## config.mk

```make
export PLATFORM = sky130hd
export DESIGN_NAME = mem_arbiter
export DESIGN_NICKNAME = d
export VERILOG_FILES = /design/src/rtl/cpu_types_pkg.sv /design/src/rtl/rr_pick.sv /design/src/rtl/mem_arbiter.sv
export SDC_FILE = /design/constraint.sdc
export NUM_CORES = 1
export LEC_CHECK = 0
export BUFFER_PORTS_ARGS = -buffer_cell sky130_fd_sc_hd__buf_2
export CORE_AREA = 2 2 169 171
export DETAILED_ROUTE_END_ITERATION = 6
export DIE_AREA = 0 0 171 173
export GPL_TIMING_DRIVEN = 1
export HOLD_SLACK_MARGIN = 0.05
export PLACE_DENSITY = 0.41
export SLEW_MARGIN = 40
export SYNTH_ARGS = -nofsm -noshare
export SYNTH_HDL_FRONTEND = slang
export SYNTH_SLANG_ARGS = --single-unit
```

## constraint.sdc

```tcl
create_clock -name CLK -period 2 [get_ports CLK]
set_input_delay 0.1 -clock CLK [delete_from_list [all_inputs] [get_ports CLK]]
set_output_delay 0.1 -clock CLK [all_outputs]
set_load 0.03 [all_outputs]
```

## src/rtl/cpu_types_pkg.sv

```systemverilog
// Shared CPU-side types: RAM status encoding, arbiter requester class,
// arbiter FSM states and the default CPU count.
package cpu_types_pkg;

  localparam int CPUS_DEFAULT = 2;

  typedef enum logic [1:0] {
    FREE   = 2'd0,
    BUSY   = 2'd1,
    ACCESS = 2'd2,
    ERROR  = 2'd3
  } ramstate_t;

  typedef enum logic {
    ICLASS = 1'b0,
    DCLASS = 1'b1
  } arb_class_t;

  typedef enum logic {
    IDLE  = 1'b0,
    GRANT = 1'b1
  } arb_state_t;

endpackage

```

## src/rtl/rr_pick.sv

```systemverilog
// Round-robin picker: starting at ptr and walking upward with wrap,
// returns the index of the first asserted request. Purely combinational.
module rr_pick #(
  parameter int CPUS = 2,
  parameter int RR_W = (CPUS > 1) ? $clog2(CPUS) : 1
) (
  input  logic [CPUS-1:0] req,
  input  logic [RR_W-1:0] ptr,
  output logic [RR_W-1:0] grant,
  output logic            valid
);

  logic [RR_W:0] sum;

  // Scan CPUS positions from ptr; the first hit wins.
  always_comb begin
    grant = '0;
    valid = 1'b0;
    sum   = '0;
    for (int k = 0; k < CPUS; k++) begin
      sum = {1'b0, ptr} + (RR_W+1)'(k);
      if (sum >= (RR_W+1)'(CPUS)) begin
        sum = sum - (RR_W+1)'(CPUS);
      end
      if (!valid && req[sum[RR_W-1:0]]) begin
        valid = 1'b1;
        grant = sum[RR_W-1:0];
      end
    end
  end

endmodule

```

## src/rtl/mem_arbiter.sv

```systemverilog
// Shared RAM port arbiter for per-CPU icache/dcache requesters.
// dcache beats icache; round-robin within each class; the grant is held
// across a two-word dcache block so both words reach RAM back-to-back.
//
// Wait semantics: a requester holds its request (xREN/xWEN) until its wait
// output is 0. wait is 0 only in the single cycle the RAM reports ACCESS for
// that requester, and in that cycle the load data (ramload) is valid.
module mem_arbiter
  import cpu_types_pkg::*;
#(
  parameter int CPUS = CPUS_DEFAULT,
  parameter int RR_W = (CPUS > 1) ? $clog2(CPUS) : 1
) (
  input  logic                 CLK,
  input  logic                 RST,
  input  logic [CPUS-1:0]      iREN,
  input  logic [CPUS-1:0][31:0] iaddr,
  output logic [CPUS-1:0]      iwait,
  output logic [CPUS-1:0][31:0] iload,
  input  logic [CPUS-1:0]      dREN,
  input  logic [CPUS-1:0]      dWEN,
  input  logic [CPUS-1:0][31:0] daddr,
  input  logic [CPUS-1:0][31:0] dstore,
  output logic [CPUS-1:0]      dwait,
  output logic [CPUS-1:0][31:0] dload,
  output logic                 ramREN,
  output logic                 ramWEN,
  output logic [31:0]          ramaddr,
  output logic [31:0]          ramstore,
  input  logic [31:0]          ramload,
  input  logic [1:0]           ramstate
);

  // All registered arbiter state in one struct so checkers can bind to it.
  typedef struct packed {
    arb_state_t      state;
    arb_class_t      cls;
    logic            beat;
    logic [RR_W-1:0] owner;
    logic [RR_W-1:0] rr_i;
    logic [RR_W-1:0] rr_d;
  } arb_regs_t;

  arb_regs_t       q, d;
  logic [CPUS-1:0] d_req;
  logic [RR_W-1:0] i_idx, d_idx, next_ptr;
  logic            i_valid, d_valid, owner_req, access;

  assign d_req  = dREN | dWEN;
  assign access = (ramstate == ACCESS);

  // Load data is a plain broadcast of the RAM read bus.
  assign iload = {CPUS{ramload}};
  assign dload = {CPUS{ramload}};

  rr_pick #(.CPUS(CPUS), .RR_W(RR_W)) u_pick_i (
    .req(iREN), .ptr(q.rr_i), .grant(i_idx), .valid(i_valid)
  );

  rr_pick #(.CPUS(CPUS), .RR_W(RR_W)) u_pick_d (
    .req(d_req), .ptr(q.rr_d), .grant(d_idx), .valid(d_valid)
  );

  // Pointer after the current owner, wrapping modulo CPUS.
  assign next_ptr  = (q.owner == RR_W'(CPUS - 1)) ? '0 : q.owner + RR_W'(1);
  assign owner_req = (q.cls == DCLASS) ? d_req[q.owner] : iREN[q.owner];

  // Next-state and RAM port drive; outputs idle unless the owner is requesting.
  always_comb begin
    d        = q;
    ramREN   = 1'b0;
    ramWEN   = 1'b0;
    ramaddr  = '0;
    ramstore = '0;
    iwait    = '1;
    dwait    = '1;
    case (q.state)
      IDLE: begin
        d.beat = 1'b0;
        if (d_valid) begin
          d.state = GRANT;
          d.cls   = DCLASS;
          d.owner = d_idx;
        end else if (i_valid) begin
          d.state = GRANT;
          d.cls   = ICLASS;
          d.owner = i_idx;
        end
      end
      GRANT: begin
        if (!owner_req) begin
          // Owner withdrew (e.g. end of a halt flush): release without an access.
          d.state = IDLE;
          d.beat  = 1'b0;
        end else begin
          if (q.cls == DCLASS) begin
            // Simultaneous read and write is illegal; the write wins.
            ramWEN          = dWEN[q.owner];
            ramREN          = dREN[q.owner] & ~dWEN[q.owner];
            ramaddr         = daddr[q.owner];
            ramstore        = dstore[q.owner];
            dwait[q.owner]  = ~access;
          end else begin
            ramREN          = 1'b1;
            ramaddr         = iaddr[q.owner];
            iwait[q.owner]  = ~access;
          end
          if (access) begin
            if ((q.cls == DCLASS) && !q.beat && !daddr[q.owner][2]) begin
              // Word 0 of a block: keep the grant for word 1.
              d.beat = 1'b1;
            end else begin
              d.state = IDLE;
              d.beat  = 1'b0;
              if (q.cls == DCLASS) d.rr_d = next_ptr;
              else                 d.rr_i = next_ptr;
            end
          end
        end
      end
      default: d.state = IDLE;
    endcase
  end

  // State register with synchronous reset.
  always_ff @(posedge CLK) begin
    if (RST) begin
      q <= '{state: IDLE, cls: ICLASS, beat: 1'b0,
             owner: '0, rr_i: '0, rr_d: '0};
    end else begin
      q <= d;
    end
  end

endmodule

```

======== Word level (Yosys, flattened, before mapping) ========
Cells that the tools add are included.
word-level totals
  register bits ........................... 6
  bits in latches ......................... 0
  memory bits (writable) .................. 0
  bits in read-only memories .............. 0
  input port bits ......................... 234
  word-level logic and storage cells ...... 114
  memories ................................ 0
operators by class
  $add $sub $neg .......................... 7
  multipliers ............................. 0
  div/mod/pow operators ................... 0
  $lt $le $gt $ge ......................... 10
  equal/unequal tests ..................... 2
  shift-type cells ........................ 0
  multiplexer cells ....................... 67
  bitwise gates (word level) .............. 9
  reductions and logical operators ........ 13
operator list
  cell                                                        number
  two-way mux 32 bit                                          12
  two-way mux 1 bit                                           44
  two-way mux 2 bit                                           8
  less-than comparator 1 x 2 -> 1 bit, second input constant  5
  AND reduction 5 bit                                         2
  logical AND 1 bit                                           5
  inverter 1 bit                                              5
  adder 1 x 1 -> 2 bit, second input constant                 2
  >= comparator 1 x 2 -> 1 bit, second input constant         2
  >= comparator 2 bit, second input constant                  2
  logical NOT 1 bit                                           4
  bitwise OR 2 bit                                            2
  one-hot mux 1 bit (2 select lines)                          2
  subtractor 1 bit, second input constant                     4
  inequality test 3 x 2 -> 1 bit, second input constant       1
  == test 2 bit, second input constant                        1
  inverter 2 bit                                              1
  AND reduction 2 bit                                         1
  nonzero test 2 bit                                          1
  adder 1 bit, second input constant                          1
  bitwise AND 1 bit                                           1
  demux 1 bit (select 1 bit)                                  1
  >= comparator 1 bit, second input constant                  1

======== Depth between registers and ports, before layout ========
Gate-level depths: netlist of run 1.
  depth after elaboration ................. 11
  mapped depth ............................ 7

======== By module ========
Synthesis of run 1 repeated with hierarchy kept, for this count alone.
unflattened totals
  cells, all modules ...................... 335
  area, all modules ....................... 2,866.5 µm²
by module, submodules not included
  module       instances  cells each  area each (µm²)
  mem_arbiter  1          329         2,831.5
  rr_pick      2          3           17.5

======== Least setup slack after synthesis of run 1 ========
Ideal clock, no wire load.
  path kind ............................... flip-flop to output port
  from .................................... register q[2] (netlist bit)
  to ...................................... output ramstore[21]
  arrival ................................. 1,673 ps
  setup slack ............................. 227 ps
  stages on the path, launching flop included .. 7
  buffers on the path ..................... 3
  cell sequence ........................... dfxtp_1 buf_6 nor3b_1 or3_1 buf_2 buf_1 nor2_1
between the ends
  cells in the longest elaborated chain, start to end .. 5
  elaborated cells between the ends (all ways) .. 10
  those cells by class .................... mux (10)
RTL lines
  what                                                                                         line                                   text
  from (decl)                                                                                  mem_arbiter.sv:44                      arb_regs_t q, d;
  from (signal assigned)                                                                       mem_arbiter.sv:128                     q <= '{state: IDLE, cls: ICLASS, beat: 1'b0,
  two-way mux 32 bit (implied by the code) or two-way mux 1 bit (tied branches) (2 in series)  mem_arbiter.sv:101, mem_arbiter.sv:66
  two-way mux 32 bit or two-way mux 1 bit (tied branches)                                      mem_arbiter.sv:96, mem_arbiter.sv:66
  two-way mux 32 bit *                                                                         mem_arbiter.sv:91                      if (!owner_req) begin
  two-way mux 32 bit *                                                                         mem_arbiter.sv:77                      case (q.state)
  to (decl)                                                                                    mem_arbiter.sv:29                      output logic [31:0] ramstore,
Every way passes the cells marked *; elsewhere a longest branch is shown, timed or not. The select of a mux whose other input is x is not followed.

======== Worst setup path after layout of run 1 ========
  from .................................... register q[2] (netlist bit)
  to ...................................... output dwait[0]
between the ends
  cells in the longest elaborated chain, start to end .. 9
  elaborated cells between the ends (all ways) .. 15
  those cells by class .................... order compare (2); mux (10); bitwise (2); reduce/logical (1)
RTL lines
  what                                                                                              line                text
  less-than comparator 1 x 2 -> 1 bit (implied by the code) or >= comparator 1 bit (tied branches)  mem_arbiter.sv:102  dwait[q.owner] = ~access;
  logical AND 1 bit (implied by the code)                                                           mem_arbiter.sv:102
  two-way mux 1 bit (implied by the code)                                                           mem_arbiter.sv:102
  demux 1 bit (select 1 bit)                                                                        mem_arbiter.sv:102
  inverter 2 bit (no line)                                                                          --
  bitwise OR 2 bit (no line)                                                                        --
  two-way mux 2 bit                                                                                 mem_arbiter.sv:96   if (q.cls == DCLASS) begin
  two-way mux 2 bit *                                                                               mem_arbiter.sv:91
  two-way mux 2 bit *                                                                               mem_arbiter.sv:77
  to (decl)                                                                                         mem_arbiter.sv:24   output logic [CPUS-1:0] dwait,
Marked as above.

==> results.ini, run 1 <==
[route]
drcViolationCount = 0
m1WireLength_um = 3787
wirelength_um = 12290
met3_length_um = 1678
routed_via_density = 3.348
drt_pass1_iterations = 4
vias = 2846
antenna_left = 0
top_layer_used = met5
drt_first_iter_violations = 77
wl_per_cell_um = 14.46
wl_met2_um = 6380

[clock_network]
clock_path_buffers = 2
ctsHtreeMaxLevel = 1
hold_buffers = 0
cts_tree = built
cts.sinks = 6
cts.clk_slew.worst_paths_ps = 40
clock-root-buffer = clkbuf_16
insertion_delay_ps = 230
cts_made_buffers = 3

[timing]
skew_ps = 4.163
timing.hold.ws_ps = 118.8
setup_violations = 0
slew-limit-headroom = 0.8015
min_period_ps = 1961
fin_crit_sh = 0.9803
fmax_mhz = 510.0
rsz0062_at_grt = yes
hold_viol = 0
report.final.slew_viol_count = 0
timing.final.ws_setup_ps = 39.32
worst_slew_pin_slew_ps = 289.4

[power]
comb_power_share = 0.690
power_density_nw_per_um2 = 403.6
p_sw_w = 0.0006461
clkPwrFrac = 0.215
p_total_w = 0.001567
seq_power_share = 0.096
peakVddDrop_uv = 233.1
intPower_w = 0.0009208
swShare = 0.4123
p_leak_nw = 1.815

[layout]
largest_reg_flops = 6
top_regs = q (6)
area_delta_synth_final_pct = 37.24
finalNetCount = 706
drive_gt1_frac = 0.6921
regMostFlops = q
fin_util = 0.1405
nFillCells = 3241
fin_area_um2 = 3882

[job]
max-cap-violations = 0

[global_route]
grt_antenna_before_repair = 6
grt.overflow.total = 0
grt_pass1_wl_um = 16650
grtUsageTotal = 0.07488
grt_pass1_vias = 2991
grt_max_degree = 35

[worst_setup_path]
timing.critical_path.arrival_ps = 1860
max_stage_delay_ps = 390
r2r-start = q[2]$_SDFFE_PP0P_
worstPathCellList = nor3b_2, or3_4, buf_4, or3_1, buf_6
crit_fanout = 8
cp-end-kind = output port
crit_path_start_kind = flop
worstSetupPathType = reg2out
r2r-end = q[5]$_SDFF_PP0_
rrSetupSlack_ps = 350
required_ps = 1900
crit_slowest_cell = dfxtp_4
reg2regPathDepth = 5

[yosys]
syn_avg_cell_area_um2 = 8.547
yosysSeqAreaShare = 0.04246
syn_nets = 565
netlist_instances = 331
syn-cell-area_um2 = 2829
synth.distinct_cells = 28
yosys.area.top_type = buf_4
ys_ff_latch = 6
ys_warn_count = 0
synth.top_cell.area_share = 0.3450
synthTopCellsByArea = buf_4, mux4_2, mux2i_1

[worst_hold_path]
holdPathStages = 2
hold_end = q[2]$_SDFFE_PP0P_
hp-class = in2reg
holdCritStartpoint = RST

[placed_design]
hpwlAfterDp_um = 10660
gp_congestion = 0.7227
port-buffer-count = 271
dpl_cell_area_um2 = 3736
pre_cts_ws_ps = 178.9

[floorplan]
placementRows = 61
fp.dieW_um = 171
die_h_um = 173
initial_utilization = 0.1024
coreArea_um2 = 27630
pin_count = 432
design.die.area_um2 = 29580

[outcome]
status = complete, no violations

==> worst max path at each step <==
stage	start	end	depth (start not counted)
final	q[2]$_SDFFE_PP0P_	dwait[0]	5
after global routing	q[2]$_SDFFE_PP0P_	dwait[0]	5
after CTS	q[2]$_SDFFE_PP0P_	ramstore[26]	5
after detailed placement	q[2]$_SDFFE_PP0P_	ramaddr[1]	4
after global placement	q[2]$_SDFFE_PP0P_	ramaddr[1]	4
after floorplan	q[2]$_SDFFE_PP0P_	ramstore[21]	6
==> metal layers <==
metal  track usage  vias to the layer above
met5             0                        -
li1              -                     1298
met4       0.02472                       10
met2        0.1536                      275
met3       0.02953                       40
met1       0.06331                     1223
==> per-stage QoR <==
step	TNS, ps	cells
after floorplan	0	331
after global placement	0	842
after detailed placement	0	842
after CTS	0	849
after global routing	-20.42	849
final	0	850
==> cell type report <==
| class | instances | area, um2 | area share |
|---|---|---|---|
| multi-input cells | 177 | 1667 | 0.4293 |
| repair buffers | 284 | 1536 | 0.3957 |
| well taps | 378 | 473.0 | 0.1218 |
| flip-flops and latches | 6 | 125.1 | 0.03223 |
| clock buffers | 4 | 78.83 | 0.02030 |
| diodes | 1 | 2.502 | 0.0006445 |
==> cells in the final DEF, fill, tap and decap left out, types with 2 or more instances in the layout <==
| master | n |
|---|---|
| buf_2 | 269 |
| nor2_1 | 42 |
| mux2i_1 | 33 |
| mux4_2 | 32 |
| nor2b_1 | 32 |
| buf_4 | 8 |
| a21oi_1 | 7 |
| nand2_1 | 6 |
| buf_12 | 4 |
| dfxtp_1 | 4 |
| nor3_1 | 3 |
| clkbuf_16 | 3 |
| mux2_2 | 2 |
| nand2b_1 | 2 |
| or3_1 | 2 |
| a2bb2oi_1 | 2 |
| a211oi_1 | 2 |
| buf_6 | 2 |
==> power by group through the flow <==
stage / Combinational, W / Sequential (W) / Clock [W]
3_5_place_dp: 0.00107 / 0.000156 / 0
6_report: 0.00108 / 0.000150 / 0.000337
5_1_grt: 0.00117 / 0.000152 / 0.000346
2_1_floorplan: 0.00113 / 0.000139 / 0
4_1_cts: 0.00111 / 0.000149 / 0.000341
3_3_place_gp: 0.00107 / 0.000155 / 0
==> worst max-delay path, delay by kind of cell, from the launching register on <==
family                 cells  cell delay (ps)
DFF                        1              390
buffers and inverters      2              310
and+or+nand+nor            3              920
==> kinds of logic after synthesis <==
group	count (synthesis)	share of synthesized area
buffers and inverters	148	0.3751
and+or+nand+nor	93	0.1636
muxes	67	0.3795
AOI/OAI and AO/OA	17	0.03936
DFF	6	0.04246
==> synthesized netlist by cell type, drive strengths merged <==
cell type and n:
buf 140, nor2 42, mux2i 33, mux4 32, nor2b 32, clkbuf 8
a21oi 7, dfxtp 6, nand2 6, nor3 3, or3 3, a211oi 2
a2bb2oi 2, mux2 2, nand2b 2, o21ai 2, a21o 1, nand3 1
nand3b 1, nor3b 1, nor4 1, nor4bb 1, o211ai 1, o21bai 1
o22ai 1
==> timing repair <==
| item | CTS | global route |
|---|---|---|
| gates resized for setup | 1 | 8 |
| cloned | 1 | 0 |
| endpoints found under the hold margin | 0 | 0 |
| endpoints found under the setup margin | 13 | 64 |
| pin swaps | 0 | 0 |
| buffers inserted | 2 | 0 |
Power figures use the tool's default switching activity.
==> run 2: changes to the inputs <==
--- a/config.mk
+++ b/config.mk
@@ -11,6 +11,7 @@
 export DIE_AREA = 0 0 171 173
 export GPL_TIMING_DRIVEN = 1
 export HOLD_SLACK_MARGIN = 0.05
+export MAX_ROUTING_LAYER = met4
 export PLACE_DENSITY = 0.41
 export SLEW_MARGIN = 40
 export SYNTH_ARGS = -nofsm -noshare
==> run 2 against run 1 <==
Critical path type unchanged. Flip-flop and latch count stayed put. Largest power group unchanged. Clock power barely moved. Global-route usage grew 0.22 points. Register-to-register slack is essentially flat. Utilization is essentially flat.
==> results.ini, run 2 (synthesized netlist as in run 1, its figures left out) <==
[layout]
drive_gt1_frac = 0.6921
finalNetCount = 706
fin_util = 0.1410
nFillCells = 3238
largest_reg_flops = 6
multi_input_area_um2 = 1667
seqCellArea_um2 = 125.1
top_regs = q (6)
regMostFlops = q
layout_commonest_cell = buf_2
area_delta_synth_final_pct = 37.68
most-common-layout-cells = buf_2, nor2_1, mux2i_1

[timing]
rsz0062_at_grt = yes
timing.final.ws_setup_ps = 39.63
worst_slew_pin_slew_ps = 290.0
skew_ps = 4.134
setup_violations = 0
hold_viol = 0
min_period_ps = 1960
report.final.slew_viol_count = 0
fin_crit_sh = 0.9802
tns_ps = 0
slew-limit-headroom = 0.8011
timing.hold.ws_ps = 118.6
fmax_mhz = 510.1

[worst_setup_path]
cpLargestDelayFamily = simple AND/OR/NAND/NOR gates
max_stage_delay_ps = 390
required_ps = 1900
crit_fanout = 8
worstPathCellList = nor3b_2, or3_4, buf_4, or3_1, buf_6
timing.critical_path.arrival_ps = 1860
crit_slowest_cell = dfxtp_4
worstSetupPathType = reg2out
cp-end-kind = output port
critPathBufInv = 2
crit_path_start_kind = flop

[floorplan]
coreArea_um2 = 27630
pin_count = 432
initial_utilization = 0.1024
design.die.area_um2 = 29580
die_h_um = 173
placementRows = 61
fp.dieW_um = 171

[global_route]
grt_antenna_before_repair = 6
grtUsageTotal = 0.07713
use_met2 = 0.1536
grt_pass1_vias = 2994
busiest_layer = met2
met3_usage = 0.02861
grt.overflow.total = 0
grt_max_degree = 35
grtUsageMet1 = 0.06400
grt_pass1_wl_um = 16660

[power]
p_leak_nw = 1.815
seq_power_share = 0.095
power_density_nw_per_um2 = 402.2
p_sw_w = 0.0006458
peakVddDrop_uv = 233.1
p_total_w = 0.001567
swShare = 0.4122
intPower_w = 0.0009208
comb_power_share = 0.690
clkPwrFrac = 0.215

[route]
drt_pass1_iterations = 3
drt_first_iter_violations = 58
antenna_left = 0
routed_via_density = 3.317
vias = 2836
wl_per_cell_um = 14.32
drcViolationCount = 0
wirelength_um = 12250

[placed_design]
pre_cts_ws_ps = 178.9
gp_congestion = 0.7312
hpwlAfterDp_um = 10660
port-buffer-count = 271

[clock_network]
cts_made_buffers = 3
clock_path_buffers = 2
cts.sinks = 6
clock-root-buffer = clkbuf_16
ctsHtreeMaxLevel = 1
insertion_delay_ps = 230
cts.clk_slew.worst_paths_ps = 40
cts_tree = built
hold_buffers = 0

[outcome]
status = complete, no violations

[worst_hold_path]
hp-class = in2reg

[job]
max-cap-violations = 0

run 2: layout make-up:
| type | count | share of cell area |
|---|---|---|
| clock buffers | 4 | 0.02024 |
| diodes | 6 | 0.003855 |
| repair buffers | 284 | 0.3945 |
| multi-input cells | 177 | 0.4279 |
| well taps | 378 | 0.1214 |
| flip-flops and latches | 6 | 0.03212 |
run 2: what timing repair did:
| action | 4_1_cts | 5_1_grt |
|---|---|---|
| gates resized for setup | 1 | 8 |
| gates cloned | 1 | 0 |
| setup endpoints to repair | 13 | 63 |
| buffers inserted | 2 | 0 |
run 2: layer usage:
metal | share of wire | vias to the layer above
met5 | 0 | -
li1 | - | 1305
met4 | 0.030 | 0
met1 | 0.31 | 1230
met3 | 0.13 | 30
met2 | 0.52 | 271
run 2: power groups by stage:
stage	registers (W)	clock network [W]	logic, W
floorplan	0.000139	0	0.00113
global placement	0.000155	0	0.00107
detailed placement	0.000156	0	0.00107
CTS	0.000149	0.000341	0.00111
global route	0.000152	0.000346	0.00117
finish	0.000150	0.000337	0.00108
run 2: final timing paths:
kind	startpoint	to	slack, ps	depth (start not counted)
max	q[2]$_SDFFE_PP0P_	dwait[0]	40	5
min	RST	q[2]$_SDFFE_PP0P_	120	2
max reg2reg	q[2]$_SDFFE_PP0P_	q[5]$_SDFF_PP0_	350	5
min reg2reg	q[0]$_SDFFE_PP0P_	q[0]$_SDFFE_PP0P_	480	2
run 2: worst reg2reg max path: cells and delay by family, from the launching register on:
| kind | cells | cell delay (ps) |
|---|---|---|
| flops | 1 | 440 |
| compound gates | 2 | 440 |
| mux | 1 | 360 |
| buf+inv | 1 | 240 |
| simple gates | 1 | 90 |
run 2: metrics by stage:
stage               cells  area (um2)
global route          855        3895
detailed placement    842        3736
finish                855        3895
global placement      842        3736
floorplan             331        2829
CTS                   849        3865
